<file path="config.mk">
export PLATFORM = sky130hd
export DESIGN_NAME = uart_tx_ctrl
export DESIGN_NICKNAME = d
export VERILOG_FILES = /design/src/rtl/uart_tx_ctrl.sv
export SDC_FILE = /design/constraint.sdc
export NUM_CORES = 1
export LEC_CHECK = 0
export CORE_MARGIN = 8
export CORE_UTILIZATION = 35
export CTS_BUF_LIST = sky130_fd_sc_hd__clkbuf_16
export DETAILED_ROUTE_END_ITERATION = 8
export HOLD_SLACK_MARGIN = 0.08
export PLACE_DENSITY = 0.59
export REMOVE_ABC_BUFFERS = 1
export SLEW_MARGIN = 20
export SYNTH_ARGS = -nofsm -noshare
export SYNTH_HDL_FRONTEND = slang
export SYNTH_SLANG_ARGS = --single-unit
</file>
<file path="constraint.sdc">
create_clock -name FSM_CLK -period 2.6 [get_ports FSM_CLK]
set_clock_uncertainty 0.05 [all_clocks]
set_input_delay 0.39 -clock FSM_CLK [delete_from_list [all_inputs] [get_ports FSM_CLK]]
set_output_delay 0.39 -clock FSM_CLK [all_outputs]
set_load 0.05 [all_outputs]
</file>
<file path="src/rtl/uart_tx_ctrl.sv">
// UART transmit controller: accepts a byte on a one-cycle strobe and
// serializes start, 8 data bits LSB first, optional parity and stop bit.
// Bit period and framing are latched per frame; all outputs are registered.
module uart_tx_ctrl #(
  parameter int unsigned DATA_WIDTH = 8
) (
  input  logic                  FSM_CLK,
  input  logic                  FSM_RST,
  input  logic [DATA_WIDTH-1:0] P_DATA,
  input  logic                  DATA_VALID,
  input  logic                  PAR_EN,
  input  logic                  PAR_TYP,
  input  logic [4:0]            Prescale,
  output logic                  TX_OUT,
  output logic                  Busy,
  output logic                  frame_done
);

  localparam int unsigned BW = (DATA_WIDTH > 1) ? $clog2(DATA_WIDTH) : 1;
  localparam logic [BW-1:0] LAST_BIT = BW'(DATA_WIDTH - 1);

  typedef enum logic [2:0] {
    IDLE   = 3'd0,
    START  = 3'd1,
    DATA   = 3'd2,
    PARITY = 3'd3,
    STOP   = 3'd4
  } state_t;

  state_t                state, state_n;
  logic [4:0]            edge_cnt, edge_cnt_n;
  logic [BW-1:0]         bit_cnt, bit_cnt_n;
  logic [DATA_WIDTH-1:0] data_q, data_n;
  logic                  par_en_q, par_en_n;
  logic                  par_typ_q, par_typ_n;
  logic [4:0]            pl_q, pl_n;
  logic                  last_tick;
  logic                  tx_d, busy_d, done_d;

  assign last_tick = (edge_cnt == (pl_q - 5'd1));

  // State register
  always_ff @(posedge FSM_CLK or negedge FSM_RST) begin
    if (!FSM_RST) state <= IDLE;
    else          state <= state_n;
  end

  // Next-state, counter and shadow-register update logic
  always_comb begin
    state_n    = state;
    edge_cnt_n = edge_cnt;
    bit_cnt_n  = bit_cnt;
    data_n     = data_q;
    par_en_n   = par_en_q;
    par_typ_n  = par_typ_q;
    pl_n       = pl_q;
    case (state)
      IDLE: begin
        if (DATA_VALID) begin
          state_n    = START;
          edge_cnt_n = '0;
          bit_cnt_n  = '0;
          data_n     = P_DATA;
          par_en_n   = PAR_EN;
          par_typ_n  = PAR_TYP;
          pl_n       = (Prescale == 5'd0) ? 5'd1 : Prescale;
        end
      end
      START: begin
        if (last_tick) begin
          edge_cnt_n = '0;
          bit_cnt_n  = '0;
          state_n    = DATA;
        end else begin
          edge_cnt_n = edge_cnt + 5'd1;
        end
      end
      DATA: begin
        if (last_tick) begin
          edge_cnt_n = '0;
          if (bit_cnt == LAST_BIT) begin
            bit_cnt_n = '0;
            state_n   = par_en_q ? PARITY : STOP;
          end else begin
            bit_cnt_n = bit_cnt + 1'b1;
          end
        end else begin
          edge_cnt_n = edge_cnt + 5'd1;
        end
      end
      PARITY: begin
        if (last_tick) begin
          edge_cnt_n = '0;
          state_n    = STOP;
        end else begin
          edge_cnt_n = edge_cnt + 5'd1;
        end
      end
      STOP: begin
        if (last_tick) begin
          edge_cnt_n = '0;
          state_n    = IDLE;
        end else begin
          edge_cnt_n = edge_cnt + 5'd1;
        end
      end
      default: begin
        state_n    = IDLE;
        edge_cnt_n = '0;
        bit_cnt_n  = '0;
      end
    endcase
  end

  // Output decode from the upcoming state so the registered outputs line up
  // with the state they describe (one-clock latency from acceptance)
  always_comb begin
    tx_d   = 1'b1;
    busy_d = (state_n != IDLE);
    done_d = (state == STOP) && last_tick;
    case (state_n)
      START:   tx_d = 1'b0;
      DATA:    tx_d = data_n[bit_cnt_n];
      PARITY:  tx_d = (^data_n) ^ par_typ_n;
      default: tx_d = 1'b1;
    endcase
  end

  // Counters, shadow registers and registered outputs
  always_ff @(posedge FSM_CLK or negedge FSM_RST) begin
    if (!FSM_RST) begin
      edge_cnt   <= '0;
      bit_cnt    <= '0;
      data_q     <= '0;
      par_en_q   <= 1'b0;
      par_typ_q  <= 1'b0;
      pl_q       <= '0;
      TX_OUT     <= 1'b1;
      Busy       <= 1'b0;
      frame_done <= 1'b0;
    end else begin
      edge_cnt   <= edge_cnt_n;
      bit_cnt    <= bit_cnt_n;
      data_q     <= data_n;
      par_en_q   <= par_en_n;
      par_typ_q  <= par_typ_n;
      pl_q       <= pl_n;
      TX_OUT     <= tx_d;
      Busy       <= busy_d;
      frame_done <= done_d;
    end
  end

endmodule

</file>
Yosys cells after proc, flatten, opt, wreduce, memory -nomap -nowiden
Index checks and enable logic that the tools add are counted.
{ "totals": {"ff_bits": 29, "input_bits": 18, "output_inout_bits": 3, "word_cells": 57} }
{ "classes": {"n_addsub": 3, "magnitude_cmp": 1, "eq_ne": 10, "muxes": 24, "n_bitwise": 1, "reduce_logical": 8} }
{ "ops": {"columns": ["operator", "count"], "rows": [
  ["3-bit two-way mux", 11],
  ["8-bit two-way mux", 2],
  ["5-bit two-way mux", 3],
  ["3-bit case mux with 5 select lines", 1],
  ["3-bit by 2-bit == test with 1-bit output (second input constant)", 4],
  ["3-bit case mux with 4 select lines", 1],
  ["5-bit case mux with 2 select lines", 1],
  ["8-bit XOR reduction", 1],
  ["3-bit by 1-bit == test with 1-bit output (second input constant)", 2],
  ["3-bit == test (second input constant)", 2],
  ["5-bit by 1-bit adder with 5-bit output (second input constant)", 1],
  ["5-bit == test", 1],
  ["5-bit logical NOT", 1],
  ["5-bit by 1-bit subtractor with 5-bit output (second input constant)", 1],
  ["3-bit by 4-bit less-than comparator with 1-bit output (second input constant)", 1],
  ["4-bit OR reduction", 1],
  ["3-bit by 1-bit adder with 3-bit output (second input constant)", 1],
  ["1-bit binary-select mux with 3-bit select", 1],
  ["3-bit logical NOT", 1],
  ["1-bit two-way mux", 3],
  ["1-bit case mux with 3 select lines", 1],
  ["3-bit nonzero test", 1],
  ["2-bit != test (second input constant)", 1],
  ["2-bit AND reduction", 1],
  ["other kinds (3)", 3]
]} }

Longest topological paths before layout
{ "logic_depth": {"depth_word": 7, "ltp_mapped": 11, "depth_no_buf": 11} }

Worst setup path before layout
OpenSTA, ideal clock, no wires.
{ "synth_timing": {"path_type": "register -> register", "from": "register pl_q[0]", "to": "register TX_OUT", "setup_time_ns": 0.094, "arrival_time_ns": 2.641, "required_ns": 2.456, "path_slack_ns": -0.185, "stages_incl_launch_ff": 12, "path_buffers": 0, "synth_period_minus_slack_ns": 2.785, "cell_sequence": "dfrtp_1 inv_1 ha_1 xor2_1 nand2_1 or3_4 mux2i_1 nor2_2 inv_2 o311a_2 o221a_1 or4_1"} }
{ "synth_between": {"elab_chain_cells": 7, "elab_cells_between_ends": 16, "cone_classes": "add/sub (1); eq/ne (4); mux (11)"} }
{ "synth_rtl": {"columns": ["item", "line", "text"], "rows": [
  ["start: declaration", "36", "logic [4:0] pl_q, pl_n;"],
  ["start signal: assignment", "147", "pl_q <= pl_n;"],
  ["5-bit by 1-bit subtractor with 5-bit output *", "40", "assign last_tick = (edge_cnt == (pl_q - 5'd1));"],
  ["5-bit == test *", "40", null],
  ["3-bit two-way mux, on equally long branches", "79, 70", null],
  ["3-bit case mux with 4 select lines *", "57", "case (state)"],
  ["via bit_cnt_n[1]", "32", "logic [BW-1:0] bit_cnt, bit_cnt_n;"],
  ["1-bit binary-select mux with 3-bit select *", "123", "DATA: tx_d = data_n[bit_cnt_n];"],
  ["1-bit two-way mux (implied by the code) *", "123", null],
  ["1-bit case mux with 3 select lines *", "121", "case (state_n)"],
  ["via tx_d", "38", "logic tx_d, busy_d, done_d;"],
  ["end signal: assignment", "148", "TX_OUT <= tx_d;"],
  ["end: declaration", "14", "output logic TX_OUT,"]
]} }
Mark *: on every way through the listed nets, which the timed path passes. The rest lies on a longest branch. The select of a mux whose other input is x is not followed.
A chain may end at the register's enable or synchronous reset.

Worst setup path in the final report
Ends and elaborated chain as after synthesis.

==> metrics.cfg <==
[run_status]
outcome = finished, violations left
violations = negative setup slack

[flow_run]
drv_cap = 0

[floorplan]
coreArea_um2 = 4790
num_rows = 25
start_util_pct = 36.6
die_x_um = 86.8
die_h_um = 86.8
ios = 21
die_area_um2 = 7530

[synth]
synthDistinctLibCells = 53
synthCells = 168
syn_area_um2 = 1750
yosysSeqAreaShare_pct = 41.5
ys_top_cells_by_count = 28 x dfrtp_1, 14 x nand2_1, 12 x o21ai_0
synth.avg_cell_area_um2 = 10.4
synth.most_common_cell = dfrtp_1
synthArstFlopShare_pct = 100
synth_top_area_share_pct = 40.0
synth-main-ff-cell = dfrtp_1
synth_edf_count = 0
synth_warnings = 0
synth_area_leaders = dfrtp_1 40%, mux2_2 6.4%, xnor2_1 5.5%
ys_ff_latch = 29
yosys.area.top_type = dfrtp_1

[worst_setup_path]
path_buf_inv = 2
cpPeakStageDelay_ns = 0.50
cp_slowest_cell = or4_1
start_kind = flip-flop
end_kind = flip-flop
required_ns = 2.74
crit_fanout = 4
path_cells = inv_2, ha_4, xor2_1, nand2_1, or3_4, mux2i_1, nor2_2, inv_2, o311a_4, o221a_1, or4_1
cp_top_family = simple AND/OR/NAND/NOR gates
cp_common_cell = inv_2
cp.arrival_ns = 2.91
crit_type = reg -> reg

[placed_design]
place_area_um2 = 2260
io_buffers = 20
hpwl_mm = 3.25
place_congestion = 0.959

[clock_tree]
clkTransAtPathRegs_ns = 0.05
clkLatencyLatePin_ns = 0.27
cts_tree = yes
cts_buffers = 5
cts_root_buf = clkbuf_16
cts_max_level = 2
cts_sinks = 29
cts_buffer_depth = 2

[sta]
relSlewSlack_pct = 66.3
setup_viol = 1
fmax_mhz = 361
worst_pin_slew_ns = 0.501
setup_ws_ns = -0.168
setup_tns_ns = -0.168
fin_crit_sh_pct = 106
final.min_clock_period_ns = 2.77
finalMaxSlewViolations = 0
grt_setup_unrepaired = yes
hold_viol = 0

[route]
drt-vias-per-instance = 5.10
antenna_left = 0
vias = 1519
dr.first_iter.drc_count = 110
wl_per_cell_um = 14.7
drc = 0
dr.pass1.iters = 4
wl_mm = 4.38

[power]
power.density_nw_per_um2 = 1490
ir_worst_vdd_mv = 0.933
p_total_uw = 3780
p_leak_uw = 0.00112

[cells_and_area]
fin_nets = 252
area_delta_synth_final_pct = 44.7
n_antenna_cell = 0
fin_area_um2 = 2540
fill_cells = 425
drive_gt1_share_pct = 35.1
fin_util_pct = 53.0

[global_routing]
grt_first_pass_wirelength_mm = 7.47
grtUsageTotal_pct = 12.9
grt_max_degree = 30
antenna_found_initial = 0
first_global_vias = 1635
grt.overflow.total = 0

[hold_path]
hp-class = in -> async

==> kinds of logic after synthesis <==
logic type,Yosys count,synth area share [%]
AOI/OAI and AO/OA,30,13.0
xor gates and xnor gates,18,9.78
adders and majority gates,4,2.86
buffers and inverters,12,2.93
DFF,29,41.5
muxes,16,10.1
and+or+nand+nor,59,19.8
==> layout make-up <==
class	instances	area (µm²)	area share, %
Sequential cell	29	727	28.7
Multi-Input combinational cell	127	1040	41.0
Tap cell	67	83.8	3.31
Timing Repair Buffer	60	515	20.3
Clock buffer	5	125	4.93
Clock inverter	3	17.5	0.691
Inverter	7	26.3	1.04
==> routing by layer <==
layer / track usage [%] / vias up / part of all wire, %
met4: 7.20 / 0 / 2.9
li1: - / 726 / -
met2: 22.5 / 39 / 51
met5: 0 / - / 0
met1: 13.7 / 743 / 41
met3: 3.69 / 11 / 5.1
==> cells in the final DEF, fill, tap and decap left out, types with 7 or more instances in the layout <==
cell             synthesis  final
buf_4                    1     38
clkdlybuf4s50_1          0     19
dfrtp_1                 28     28
mux2_2                  10      8
nand2_1                 14     13
nand3_1                  8      8
nor2_1                   8      7
o21ai_0                 12     11
xnor2_1                 11      9
==> report_power, final <==
part | internal (µW) | total [µW] | leakage (µW) | switching, µW
clock | 350 | 551 | 0.0000696 | 201
combinational | 1280 | 2420 | 0.000702 | 1130
sequential | 665 | 813 | 0.000349 | 148
total | 2300 | 3780 | 0.00112 | 1480
==> state kept, by name, indices dropped and copies added (netlist names) <==
name	cells
bit_cnt	3
state	3
edge_cnt	5
pl_q	5
Busy	1
par_typ_q	1
TX_OUT	1
par_en_q	1
data_q	8
frame_done	1
==> worst paths after layout <==
path	depth (start not counted)	endpoint	from	slack (ns)
hold reg to reg	1	par_typ_q	par_typ_q	0.49
hold / removal	2	edge_cnt[1]	FSM_RST	0.46
setup reg to reg	11	TX_OUT	pl_q[0]	-0.17
max in group asynchronous	2	TX_OUT	FSM_RST	1.72
setup / recovery	11	TX_OUT	pl_q[0]	-0.17
min in group FSM_CLK	1	par_typ_q	par_typ_q	0.49
==> metrics by stage <==
step,instances,hold slack (ns),setup WS [ns]
2_1_floorplan,163,0.0444,-0.238
4_1_cts,298,0.472,-0.174
6_report,298,0.461,-0.168
3_5_place_dp,281,0.464,-0.446
5_1_grt,298,0.495,-0.285
3_3_place_gp,281,0.447,-0.386
==> worst register-to-register path: stages, from the launching register on <==
cell and delay, ns:
dfrtp_1 0.37, inv_2 0.06, ha_4 0.26, xor2_1 0.14, nand2_1 0.09, or3_4 0.41, mux2i_1 0.14, nor2_2 0.14
inv_2 0.06, o311a_4 0.35, o221a_1 0.12, or4_1 0.50
==> what timing repair did <==
item,in CTS,in global routing
resized for setup,14,4
setup buffers,9,0
pin swaps,14,3
cloned,0,0
setup endpoints to repair,1,2
hold buffers,0,0
(Power assumes the default switching activity.)
==> RTL edit: new RTL, config.mk and constraints unchanged <==
Add an input register stage for `Prescale`, with the module's reset; this delays it by one clock. The other inputs are not delayed to match.
--- a/src/rtl/uart_tx_ctrl.sv
+++ b/src/rtl/uart_tx_ctrl.sv
@@ -26,6 +26,16 @@
     PARITY = 3'd3,
     STOP   = 3'd4
   } state_t;
+
+  logic [4:0] Prescale_q;
+
+  always_ff @(posedge FSM_CLK or negedge FSM_RST) begin
+    if (!FSM_RST) begin
+      Prescale_q <= '0;
+    end else begin
+      Prescale_q <= Prescale;
+    end
+  end
 
   state_t                state, state_n;
   logic [4:0]            edge_cnt, edge_cnt_n;
@@ -63,7 +73,7 @@
           data_n     = P_DATA;
           par_en_n   = PAR_EN;
           par_typ_n  = PAR_TYP;
-          pl_n       = (Prescale == 5'd0) ? 5'd1 : Prescale;
+          pl_n       = (Prescale_q == 5'd0) ? 5'd1 : Prescale_q;
         end
       end
       START: begin
Formal check against the unedited RTL: not equivalent (a bounded check fails within 4 cycles, from zero or initial values and one cycle with FSM_RST low).
==> RTL edit against the unedited design <==
  * The flow still finishes with violations (setup timing)
  * Combinational power shrank 25%
  * Routed wire length shrank 3.2%
  * Sequential cell count increased by 5
  * Worst setup slack improved by 0.093 ns
  * Area after synthesis grew 5.4%
  * Synthesized cell count grew 2.4%
  * Via count fell by 3.8%
  * Largest power group unchanged
  * Final area increased by 2.9%
  * Count of clock-buffer cells in the layout is the same
  * Power fell by 15%
  * First-iteration DRC count is 2.7% lower
  * Critical path depth decreased by 1
  * Global-route usage decreased by 0.81 points
  * Clock power is 0.7% lower
==> RTL edit: results (changes against the unedited design) <==
list of most frequent post-synthesis cells=dfrtp_1 (33), xnor2_1 (14), nand2_1 (13); GP Congestion=0.8226 (-14%); DR WL met3=128 um (-43%); clk pwr=0.000547 W (-0.7%); unique cell type count in the Yosys netlist=47 (-11%); Pwr Total=0.003229 W (-15%); P_leak=1.121 nW (about the same); Placed Area=0.002333 mm^2 (+3.4%); cts repair resizes=9 (-5); worst setup margin=-0.07513 ns (+0.09260 ns); met2 Usage GRT=0.1974 (-0.02756); Vias=1,461 (-3.8%); Psw=0.001181 W (-20%); Area contributors post-synth=dfrtp_1 (45%), xnor2_1 (6.6%), mux2_2 (6.1%); DR iter-0 viols=107 (-2.7%); worst setup slack after placement=-0.1635 ns (+0.2827 ns); run status=finished, violations left; metal2 WL=2.106 mm (-6.2%); vias per cell=4.870 (-4.5%); placed insts=286 (+1.8%); worst hold path type=flip-flop to flip-flop; met1 WL=1.871 mm (+5.2%); Nets=251 (-0.40%); drt total wl=4.238 mm (-3.2%); GRT Util Overall=0.1210 (-0.008113); final setup violation count=1 (unchanged); failing checks=setup timing; met1 Use GR=0.1402 (+0.003680); Seq/Total Area, Yosys=0.4614 (+0.04668); FF-to-FF path depth=10 (-1); Pre-Repair DR Iteration Count=6 (+2); Setup Fix Bufs, Post-CTS=4 (-5); largest net degree at the start of global routing=35 (+17%); Mean Syn Cell Area=10.74 um^2 (+2.9%); peak supply drop=0.0006156 V (-34%)
-- RTL edit: kinds of logic after synthesis --
group / Yosys count / synth area share
fa+ha+maj: 4 / 0.02710
flops: 34 / 0.4614
simple gates: 47 / 0.1443
mux: 15 / 0.09079
buf+inv: 18 / 0.04065
xor+xnor: 18 / 0.09282
compound gates: 36 / 0.1430
-- RTL edit: layout make-up --
class / instances / area, um^2
clock buffer: 5 / 125.1
inverter: 11 / 41.29
fill: 485 / 2499
tap: 70 / 87.58
timing repair buffer: 57 / 478.0
clock inverter: 3 / 12.51
multi-input combinational: 120 / 1012
sequential: 34 / 852.1
-- RTL edit: worst max-delay path, cell delays in order, from the launching register on --
cell	delay, ns
dfrtp_1	0.39
inv_2	0.09
ha_4	0.20
xnor2_1	0.13
a211o_1	0.31
a211o_4	0.32
mux2_4	0.32
and2_4	0.18
a2111o_1	0.38
o2111ai_2	0.10
a2bb2oi_2	0.14
